### config.mk
export PLATFORM = sky130hd
export DESIGN_NAME = bldc_run_sequencer
export DESIGN_NICKNAME = d
export VERILOG_FILES = /design/src/rtl/bldc_run_sequencer.sv
export SDC_FILE = /design/constraint.sdc
export NUM_CORES = 1
export LEC_CHECK = 0
export ABC_AREA = 1
export BUFFER_PORTS_ARGS = -buffer_cell sky130_fd_sc_hd__buf_4
export CAP_MARGIN = 20
export CORE_MARGIN = 2
export CORE_UTILIZATION = 30
export DETAILED_ROUTE_END_ITERATION = 6
export HOLD_SLACK_MARGIN = 0.03
export PLACE_DENSITY = 0.46
export SLEW_MARGIN = 20
export SYNTH_ARGS = -nofsm -noshare
export SYNTH_HDL_FRONTEND = slang
export SYNTH_SLANG_ARGS = --single-unit
### constraint.sdc
create_clock -name clk -period 3.5 [get_ports clk]
set_input_delay 0.7 -clock clk [delete_from_list [all_inputs] [get_ports clk]]
set_output_delay 0.7 -clock clk [all_outputs]
set_load 0.02 [all_outputs]
### src/rtl/bldc_run_sequencer.sv
// Run-state sequencer for the BLDC velocity datapath: IDLE -> ALIGN -> SPINUP -> RUN,
// with divided filter/PI strobes and a latched fault on external trip or encoder stall.
module bldc_run_sequencer #(
  parameter int ALIGN_CYCLES  = 50000,
  parameter int SPINUP_CYCLES = 200000,
  parameter int FILTER_DIV    = 1000,
  parameter int LOOP_DIV      = 10,
  parameter int STALL_CYCLES  = 1000000
) (
  input  logic       clk,
  input  logic       reset,
  input  logic       start,
  input  logic       stop,
  input  logic       ext_fault,
  input  logic       encoder_change,
  output logic       reset_encoder_count,
  output logic       apply_initial_commutation,
  output logic       controller_override,
  output logic       commutation_enable,
  output logic       filter_pulse,
  output logic       control_loop_pulse,
  output logic [2:0] state_out,
  output logic       stall_fault
);

  localparam int PHASE_MAX = (ALIGN_CYCLES > SPINUP_CYCLES) ? ALIGN_CYCLES : SPINUP_CYCLES;
  localparam int PW = $clog2(PHASE_MAX + 1);
  localparam int FW = $clog2(FILTER_DIV + 1);
  localparam int LW = $clog2(LOOP_DIV + 1);
  localparam int SW = (STALL_CYCLES > 0) ? $clog2(STALL_CYCLES + 1) : 1;

  typedef enum logic [2:0] {
    ST_IDLE   = 3'd0,
    ST_ALIGN  = 3'd1,
    ST_SPINUP = 3'd2,
    ST_RUN    = 3'd3,
    ST_FAULT  = 3'd4
  } state_t;

  state_t        state_reg, state_next;
  logic [PW-1:0] phase_reg, phase_next;
  logic [FW-1:0] fdiv_reg, fdiv_next;
  logic [LW-1:0] loop_reg, loop_next;
  logic [SW-1:0] stall_reg, stall_next, stall_inc;
  logic          rec_reg, rec_next;
  logic          aic_reg, aic_next;
  logic          override_reg, override_next;
  logic          comm_en_reg, comm_en_next;
  logic          filter_reg, filter_next;
  logic          loop_pulse_reg, loop_pulse_next;
  logic          stall_fault_reg, stall_fault_next;
  logic          phase_done, stall_hit, drive_now, drive_next;

  always_comb begin
    state_next       = state_reg;
    phase_next       = '0;
    fdiv_next        = '0;
    loop_next        = '0;
    stall_next       = '0;
    loop_pulse_next  = 1'b0;
    stall_fault_next = stall_fault_reg;

    phase_done = ((state_reg == ST_ALIGN)  && (phase_reg == PW'(ALIGN_CYCLES - 1))) ||
                 ((state_reg == ST_SPINUP) && (phase_reg == PW'(SPINUP_CYCLES - 1)));
    stall_inc  = stall_reg + 1'b1;
    // A coincident encoder_change rescues the motor from a stall trip.
    stall_hit  = (STALL_CYCLES != 0) && (state_reg == ST_RUN) && !encoder_change &&
                 (stall_inc == SW'(STALL_CYCLES));

    unique case (state_reg)
      ST_IDLE: begin
        if (!stop && start) state_next = ST_ALIGN;
      end
      ST_ALIGN, ST_SPINUP, ST_RUN: begin
        if (stop) begin
          state_next = ST_IDLE;
        end else if (ext_fault) begin
          state_next       = ST_FAULT;
          stall_fault_next = 1'b0;
        end else if (stall_hit) begin
          state_next       = ST_FAULT;
          stall_fault_next = 1'b1;
        end else if (phase_done) begin
          state_next = (state_reg == ST_ALIGN) ? ST_SPINUP : ST_RUN;
        end
      end
      ST_FAULT: begin
        if (stop) begin
          state_next       = ST_IDLE;
          stall_fault_next = 1'b0;
        end
      end
      default: state_next = ST_IDLE;
    endcase

    if ((state_next == state_reg) && ((state_reg == ST_ALIGN) || (state_reg == ST_SPINUP)))
      phase_next = phase_reg + 1'b1;

    // The filter prescaler restarts only on SPINUP entry and free-runs into RUN.
    drive_now  = (state_reg == ST_SPINUP) || (state_reg == ST_RUN);
    drive_next = (state_next == ST_SPINUP) || (state_next == ST_RUN);
    if (drive_next && drive_now)
      fdiv_next = (fdiv_reg == FW'(FILTER_DIV - 1)) ? '0 : fdiv_reg + 1'b1;
    filter_next = drive_next && (fdiv_next == FW'(FILTER_DIV - 1));

    if ((state_next == ST_RUN) && (state_reg == ST_RUN)) begin
      loop_next = loop_reg;
      if (filter_reg) begin
        if (loop_reg == LW'(LOOP_DIV - 1)) begin
          loop_next       = '0;
          loop_pulse_next = 1'b1;
        end else begin
          loop_next = loop_reg + 1'b1;
        end
      end
      if (!encoder_change && (STALL_CYCLES != 0))
        stall_next = stall_inc;
    end

    rec_next      = (state_next == ST_ALIGN) && (state_reg != ST_ALIGN);
    aic_next      = (state_next == ST_ALIGN);
    override_next = (state_next == ST_ALIGN) || (state_next == ST_SPINUP);
    comm_en_next  = override_next || (state_next == ST_RUN);
  end

  always_ff @(posedge clk) begin
    if (reset) begin
      state_reg       <= ST_IDLE;
      phase_reg       <= '0;
      fdiv_reg        <= '0;
      loop_reg        <= '0;
      stall_reg       <= '0;
      rec_reg         <= 1'b0;
      aic_reg         <= 1'b0;
      override_reg    <= 1'b0;
      comm_en_reg     <= 1'b0;
      filter_reg      <= 1'b0;
      loop_pulse_reg  <= 1'b0;
      stall_fault_reg <= 1'b0;
    end else begin
      state_reg       <= state_next;
      phase_reg       <= phase_next;
      fdiv_reg        <= fdiv_next;
      loop_reg        <= loop_next;
      stall_reg       <= stall_next;
      rec_reg         <= rec_next;
      aic_reg         <= aic_next;
      override_reg    <= override_next;
      comm_en_reg     <= comm_en_next;
      filter_reg      <= filter_next;
      loop_pulse_reg  <= loop_pulse_next;
      stall_fault_reg <= stall_fault_next;
    end
  end

  assign reset_encoder_count       = rec_reg;
  assign apply_initial_commutation = aic_reg;
  assign controller_override       = override_reg;
  assign commutation_enable        = comm_en_reg;
  assign filter_pulse              = filter_reg;
  assign control_loop_pulse        = loop_pulse_reg;
  assign state_out                 = state_reg;
  assign stall_fault               = stall_fault_reg;

endmodule
==> results of run 1 <==
[cell usage after synthesis, drive strengths merged]
cell type / instances
nand4: 12
o21ai: 5
nor4: 6
and2: 1
nand3b: 4
buf: 3
dfxtp: 62
a31oi: 1
o21bai: 3
xnor2: 7
nand3: 29
inv: 70
o211ai: 1
xor2: 17
and3: 1
a21oi: 5
nor3: 12
nand2: 103
ha: 4
nor2: 103
[through the flow]
stage | hold slack (ps) | cells | util
after floorplan | 413 | 449 | -
after global placement | 423 | 598 | 0.332
after detailed placement | 432 | 598 | 0.332
after CTS | 442 | 613 | 0.348
after global routing | 479 | 613 | 0.348
final | 435 | 613 | 0.348
[final cells by class]
| class | count | area [um2] |
|---|---|---|
| fill | 1092 | 6670 |
| multi-input combinational | 314 | 1600 |
| sequential | 62 | 1240 |
| inverter | 70 | 263 |
| tap | 136 | 170 |
| clock buffer | 14 | 163 |
| timing repair buffer | 16 | 120 |
| clock inverter | 1 | 5.00 |
[metal layers]
layer  up-vias  routed length, um
met1      1178               3210
met3         9                265
met5         -                  0
met2        32               2800
met4         0                102
li1       1442                  -
[worst max path at each step]
stage	start	end	depth (start not counted)
detailed placement	stall_reg[0]	phase_reg[3]	15
CTS	stall_reg[0]	phase_reg[1]	15
global placement	stall_reg[0]	phase_reg[17]	16
finish	stall_reg[0]	phase_reg[1]	15
global route	stall_reg[0]	phase_reg[2]	17
floorplan	stall_reg[0]	phase_reg[10]	17
[power by group through the flow]
stage,sequential (mW),clock (mW),combinational [mW]
2_1_floorplan,0.730,0,0.0146
5_1_grt,0.710,0.609,0.0352
3_3_place_gp,0.726,0,0.0323
6_report,0.711,0.551,0.0313
4_1_cts,0.711,0.579,0.0317
3_5_place_dp,0.727,0,0.0316
[worst max-delay path, delay by kind of cell, from the launching register on]
family / cells / cell delay (ps)
fa+ha+maj: 1 / 250
buf+inv: 1 / 90
flops: 1 / 400
simple gates: 13 / 1640
[cells by family after synthesis]
group	share of synthesized area
AO/OA/AOI/OAI	0.0288
buffers and inverters	0.0908
flip-flops	0.397
adder cells (fa/ha/maj)	0.0160
XOR/XNOR	0.0672
AND/OR/NAND/NOR	0.400
==> impl_metrics.env, run 1 <==
export IMPL_start_kind="register"
export IMPL_cts_tree="done"
export IMPL_rsz0062_at_grt="false"
export IMPL_die_area_um2=11300
export IMPL_rows=37
export IMPL_die_h_um=106
export IMPL_slew_viol_final=0
export IMPL_num_vias=2661
export IMPL_area_growth_pct=14.0
export IMPL_use_met2=0.203
export IMPL_p_leak_nw=1.31
export IMPL_cts_hold_buf=0
export IMPL_drc_errors=0
export IMPL_r2r_end="phase_reg[1]"
export IMPL_pre_cts_slack_ps=1010
export IMPL_vdd_ir_drop_max_v=0.000145
export IMPL_crit_required_ps=3760
export IMPL_slowest_stage="dfxtp_1"
export IMPL_slew_headroom=0.764
export IMPL_min_path_cells=1
export IMPL_ys_ff_latch=62
export IMPL_clk_pin_slew_ps=60
export IMPL_drt_total_wl_um=6380
export IMPL_use_met1=0.155
export IMPL_synth_top_cell_area_share=0.397
export IMPL_grt_pass1_vias=2578
export IMPL_vias_per_cell=4.34
export IMPL_clkPwrFrac=0.426
export IMPL_worstMarginPinSlew_ps=351
export IMPL_cp_data_arrival_time_ps=2720
export IMPL_clock_sinks=62
export IMPL_maxCapViolations=0
export IMPL_worst_r2r_path_depth=15
export IMPL_synth_seq_area_share=0.397
export IMPL_placed_area_um2=3400
export IMPL_boundaryPins=16
export IMPL_ant_nets=0
export IMPL_synth_cell_type_count=30
export IMPL_r2r_start="stall_reg[0]"
export IMPL_total_power_mw=1.29
export IMPL_p_sw_frac=0.217
export IMPL_outcome="complete, no violations"
export IMPL_largest_reg_flops=20
export IMPL_synth_avg_cell_area_um2=6.97
export IMPL_final_cell_mix="nand2_1, nor2_1, inv_1"
export IMPL_grt_usage=0.126
export IMPL_min_path_type="register to register"
export IMPL_postCtsSetupBuffers=0
export IMPL_hold_path_endpoint="phase_reg[0]"
export IMPL_wl_per_cell_um=10.4
export IMPL_htree_levels=3
export IMPL_gp_congestion=0.798
export IMPL_antenna_found_initial=0
export IMPL_final_common_cell="nand2_1"
export IMPL_critPathKind="register to register"
export IMPL_root_buffer="clkbuf_8"
export IMPL_grt_pass1_wl_um=11300
export IMPL_internal_power_mw=1.01
export IMPL_met3_usage=0.0386
export IMPL_coreArea_um2=10200
export IMPL_p_seq_frac=0.549
export IMPL_yosysWarnings=0
export IMPL_final_net_count=483
export IMPL_busiest_layer="met2"
export IMPL_worstSetupEndpointType="register"
export IMPL_finalHoldViolations=0
export IMPL_finalInstanceArea_um2=3560
export IMPL_slowest_delay_ps=400
export IMPL_ctsResizeCount=0
export IMPL_overflow=0
export IMPL_crit_chain="ha_1, nand2_2, nor2_4, nand3_1, nand2_1, nand2_1, nor2_1, nand3_1, nor2_1, nand2_2, nand4_2, inv_1, nand2_2, nand3_4, nor2_1"
export IMPL_drive_gt1_frac=0.124
export IMPL_first_iter_violations=122
export IMPL_clkLatencyLatePin_ps=340
export IMPL_yosysTopAreaCell="dfxtp_1"
export IMPL_die_x_um=106
export IMPL_cts_inserted_buffers=9
export IMPL_port_buffers=15
export IMPL_cts_buffer_depth=2
export IMPL_finalCritPeriodShare=0.701
export IMPL_r2r_slack_ps=1050
export IMPL_p_per_area_nw_per_um2=363
export IMPL_synth_area_um2=3130
export IMPL_holdCritStartpoint="phase_reg[0]"
export IMPL_hpwl_um=4930
export IMPL_synthesis_nets=459
export IMPL_p_comb_frac=0.024
export IMPL_antenna_cells=0
export IMPL_drt_first_pass_iters=4
export IMPL_grt_max_degree=21
export IMPL_critPathMaxFanout=18
export IMPL_layout_setup_ws_ps=1050
export IMPL_finalSetupViolCount=0
export IMPL_timing_setup_tns_ps=0
export IMPL_initial_core_util=0.306
export IMPL_synthCells=449
export IMPL_clock_skew_ps=9.00
export IMPL_p_sw_mw=0.281
export IMPL_synth_top_cells_by_area="dfxtp_1, nand2_1, nor2_1"
export IMPL_max_freq_mhz=408
export IMPL_layout_min_cycle_time_ps=2450
(Power assumes the default switching activity.)
==> run 2, diff against run 1 <==
==> constraint.sdc (replaced) <==
create_clock -name clk -period 2.5 [get_ports clk]
set_input_delay 0.5 -clock clk [delete_from_list [all_inputs] [get_ports clk]]
set_output_delay 0.5 -clock clk [all_outputs]
set_load 0.02 [all_outputs]
==> run 2 against run 1 <==
  * Critical path depth decreased by 1
  * First-iteration DRC count is 24% lower
  * Final area grew 3.7%
  * Via count is 1.7% higher
  * Non-clock buffer count is 3 higher
  * Count of clock-buffer cells in the layout is 3 lower
  * Combinational power is 71% higher
  * Clock power rose by 59%
  * Setup slack lost 830 ps
  * Sequential power increased by 40%
  * Critical path type unchanged
  * Largest cell class unchanged
  * Largest power group unchanged
==> impl_metrics.env, run 2 (synthesis results as in run 1) <==
export IMPL_outcome="complete, no violations"
export IMPL_clk_pin_slew_ps=70
export IMPL_worstSetupEndpointType="register"
export IMPL_first_iter_violations=93
export IMPL_slowest_delay_ps=380
export IMPL_wl_per_cell_um=11.0
export IMPL_finalInstanceArea_um2=3690
export IMPL_antenna_cells=0
export IMPL_min_path_type="primary input to register"
export IMPL_die_h_um=106
export IMPL_dp_cells=601
export IMPL_placed_area_um2=3430
export IMPL_drt_first_pass_iters=4
export IMPL_postCtsSetupBuffers=0
export IMPL_final_common_cell="nand2_1"
export IMPL_worstMarginPinSlew_ps=353
export IMPL_antenna_found_initial=0
export IMPL_port_buffers=15
export IMPL_clock_sinks=62
export IMPL_path_delay_family="simple AND/OR/NAND/NOR gates"
export IMPL_grt_pass1_vias=2595
export IMPL_clock_skew_ps=9.47
export IMPL_vdd_ir_drop_max_v=0.000231
export IMPL_finalHoldViolations=0
export IMPL_start_kind="register"
export IMPL_critPathKind="register to register"
export IMPL_area_growth_pct=18.1
export IMPL_slew_viol_final=0
export IMPL_die_x_um=106
export IMPL_drive_gt1_frac=0.149
export IMPL_hold_worst_slack_ps=382
export IMPL_clkLatencyLatePin_ps=340
export IMPL_drc_errors=0
export IMPL_slowest_stage="dfxtp_1"
export IMPL_cp_num_buf_inv=2
export IMPL_vias_per_cell=4.37
export IMPL_p_sw_mw=0.432
export IMPL_maxCapViolations=0
export IMPL_final_net_count=489
export IMPL_cp_data_arrival_time_ps=2560
export IMPL_root_buffer="clkbuf_8"
export IMPL_slew_headroom=0.763
export IMPL_boundaryPins=16
export IMPL_crit_chain="buf_4, nand3_2, nor2_4, nand3_2, nor2_2, xor2_1, nand2_1, nor2_2, nand2_2, nand4_2, inv_1, nand2_2, nand3_2, nor2_2"
export IMPL_initial_core_util=0.306
export IMPL_final_cell_mix="nand2_1, nor2_1, inv_1"
export IMPL_hpwl_um=4910
export IMPL_p_per_area_nw_per_um2=520
export IMPL_p_leak_nw=1.35
export IMPL_p_seq_frac=0.517
export IMPL_coreArea_um2=10200
export IMPL_critPathMaxFanout=5
export IMPL_clkPwrFrac=0.455
export IMPL_drt_total_wl_um=6790
export IMPL_total_power_mw=1.92
export IMPL_die_area_um2=11300
export IMPL_final_util=0.361
export IMPL_crit_required_ps=2780
export IMPL_cts_buffer_depth=2
export IMPL_cts_inserted_buffers=9
export IMPL_overflow=0
export IMPL_grt_max_degree=21
export IMPL_finalNonFillerCells=619
export IMPL_grt_pass1_wl_um=11700
export IMPL_grt_usage=0.130
export IMPL_p_sw_frac=0.225
export IMPL_ant_nets=0
export IMPL_gp_congestion=0.790
export IMPL_cts_tree="done"
export IMPL_largest_reg_flops=20
export IMPL_max_freq_mhz=438
export IMPL_p_comb_frac=0.028
export IMPL_rows=37
export IMPL_finalSetupViolCount=0
export IMPL_finalCritPeriodShare=0.912
export IMPL_internal_power_mw=1.49
export IMPL_htree_levels=3
export IMPL_num_vias=2705
export IMPL_layout_min_cycle_time_ps=2280
## run 2: cell types whose count changed in the layout (fill, tap and decap cells not counted), moves of 2 or more
| cell | change |
|---|---|
| buf_4 | +2 |
| nor2_1 | -2 |
| nor2_4 | +2 |
| clkbuf_1 | -2 |
| nand3_2 | +2 |
## run 2: timing repair
item                       CTS  global route
hold buffers                 0             0
setup endpoints to repair    0            48
gates resized for setup      0            10
## run 2: final timing paths
path	startpoint	to	slack [ps]	cells after the start
min	reset	fdiv_reg[2]	380	2
max	stall_reg[0]	phase_reg[9]	220	14
min reg2reg	phase_reg[0]	phase_reg[0]	440	1
max reg2reg	stall_reg[0]	phase_reg[9]	220	14
## run 2: routing by layer
layer	global-route usage	routed length [um]	share of wire
met5	0	0	0
met4	0.0376	102	0.015
met3	0.0466	198	0.029
met2	0.208	3110	0.46
met1	0.163	3380	0.50
## run 2: through the flow
step	setup WS (ps)	setup TNS, ps
finish	219	0
global route	-20.1	-65.5
CTS	66.2	0
detailed placement	73.3	0
global placement	128	0
floorplan	349	0
## run 2: power by group through the flow
stage | Clock [mW] | Combinational (mW) | Sequential [mW]
3_3_place_gp | 0 | 0.0470 | 1.02
4_1_cts | 0.914 | 0.0471 | 0.993
2_1_floorplan | 0 | 0.0205 | 1.02
6_report | 0.875 | 0.0535 | 0.994
3_5_place_dp | 0 | 0.0470 | 1.02
5_1_grt | 0.958 | 0.0593 | 0.994
## run 2: worst register-to-register path: stages (launching register included)
cell and delay (ps):
dfxtp_1 380, buf_4 150, nand3_2 120, nor2_4 180
nand3_2 110, nor2_2 110, xor2_1 200, nand2_1 80
nor2_2 130, nand2_2 100, nand4_2 110, inv_1 90
nand2_2 180, nand3_2 180, nor2_2 110
## run 2: cell type report
| cell class | instances | area [um2] |
|---|---|---|
| Clock buffer | 11 | 141 |
| Fill cell | 1131 | 6540 |
| Multi-Input combinational cell | 317 | 1680 |
| Inverter | 70 | 263 |
| Clock inverter | 4 | 47.5 |
| Tap cell | 136 | 170 |
| Sequential cell | 62 | 1240 |
| Timing Repair Buffer | 19 | 155 |
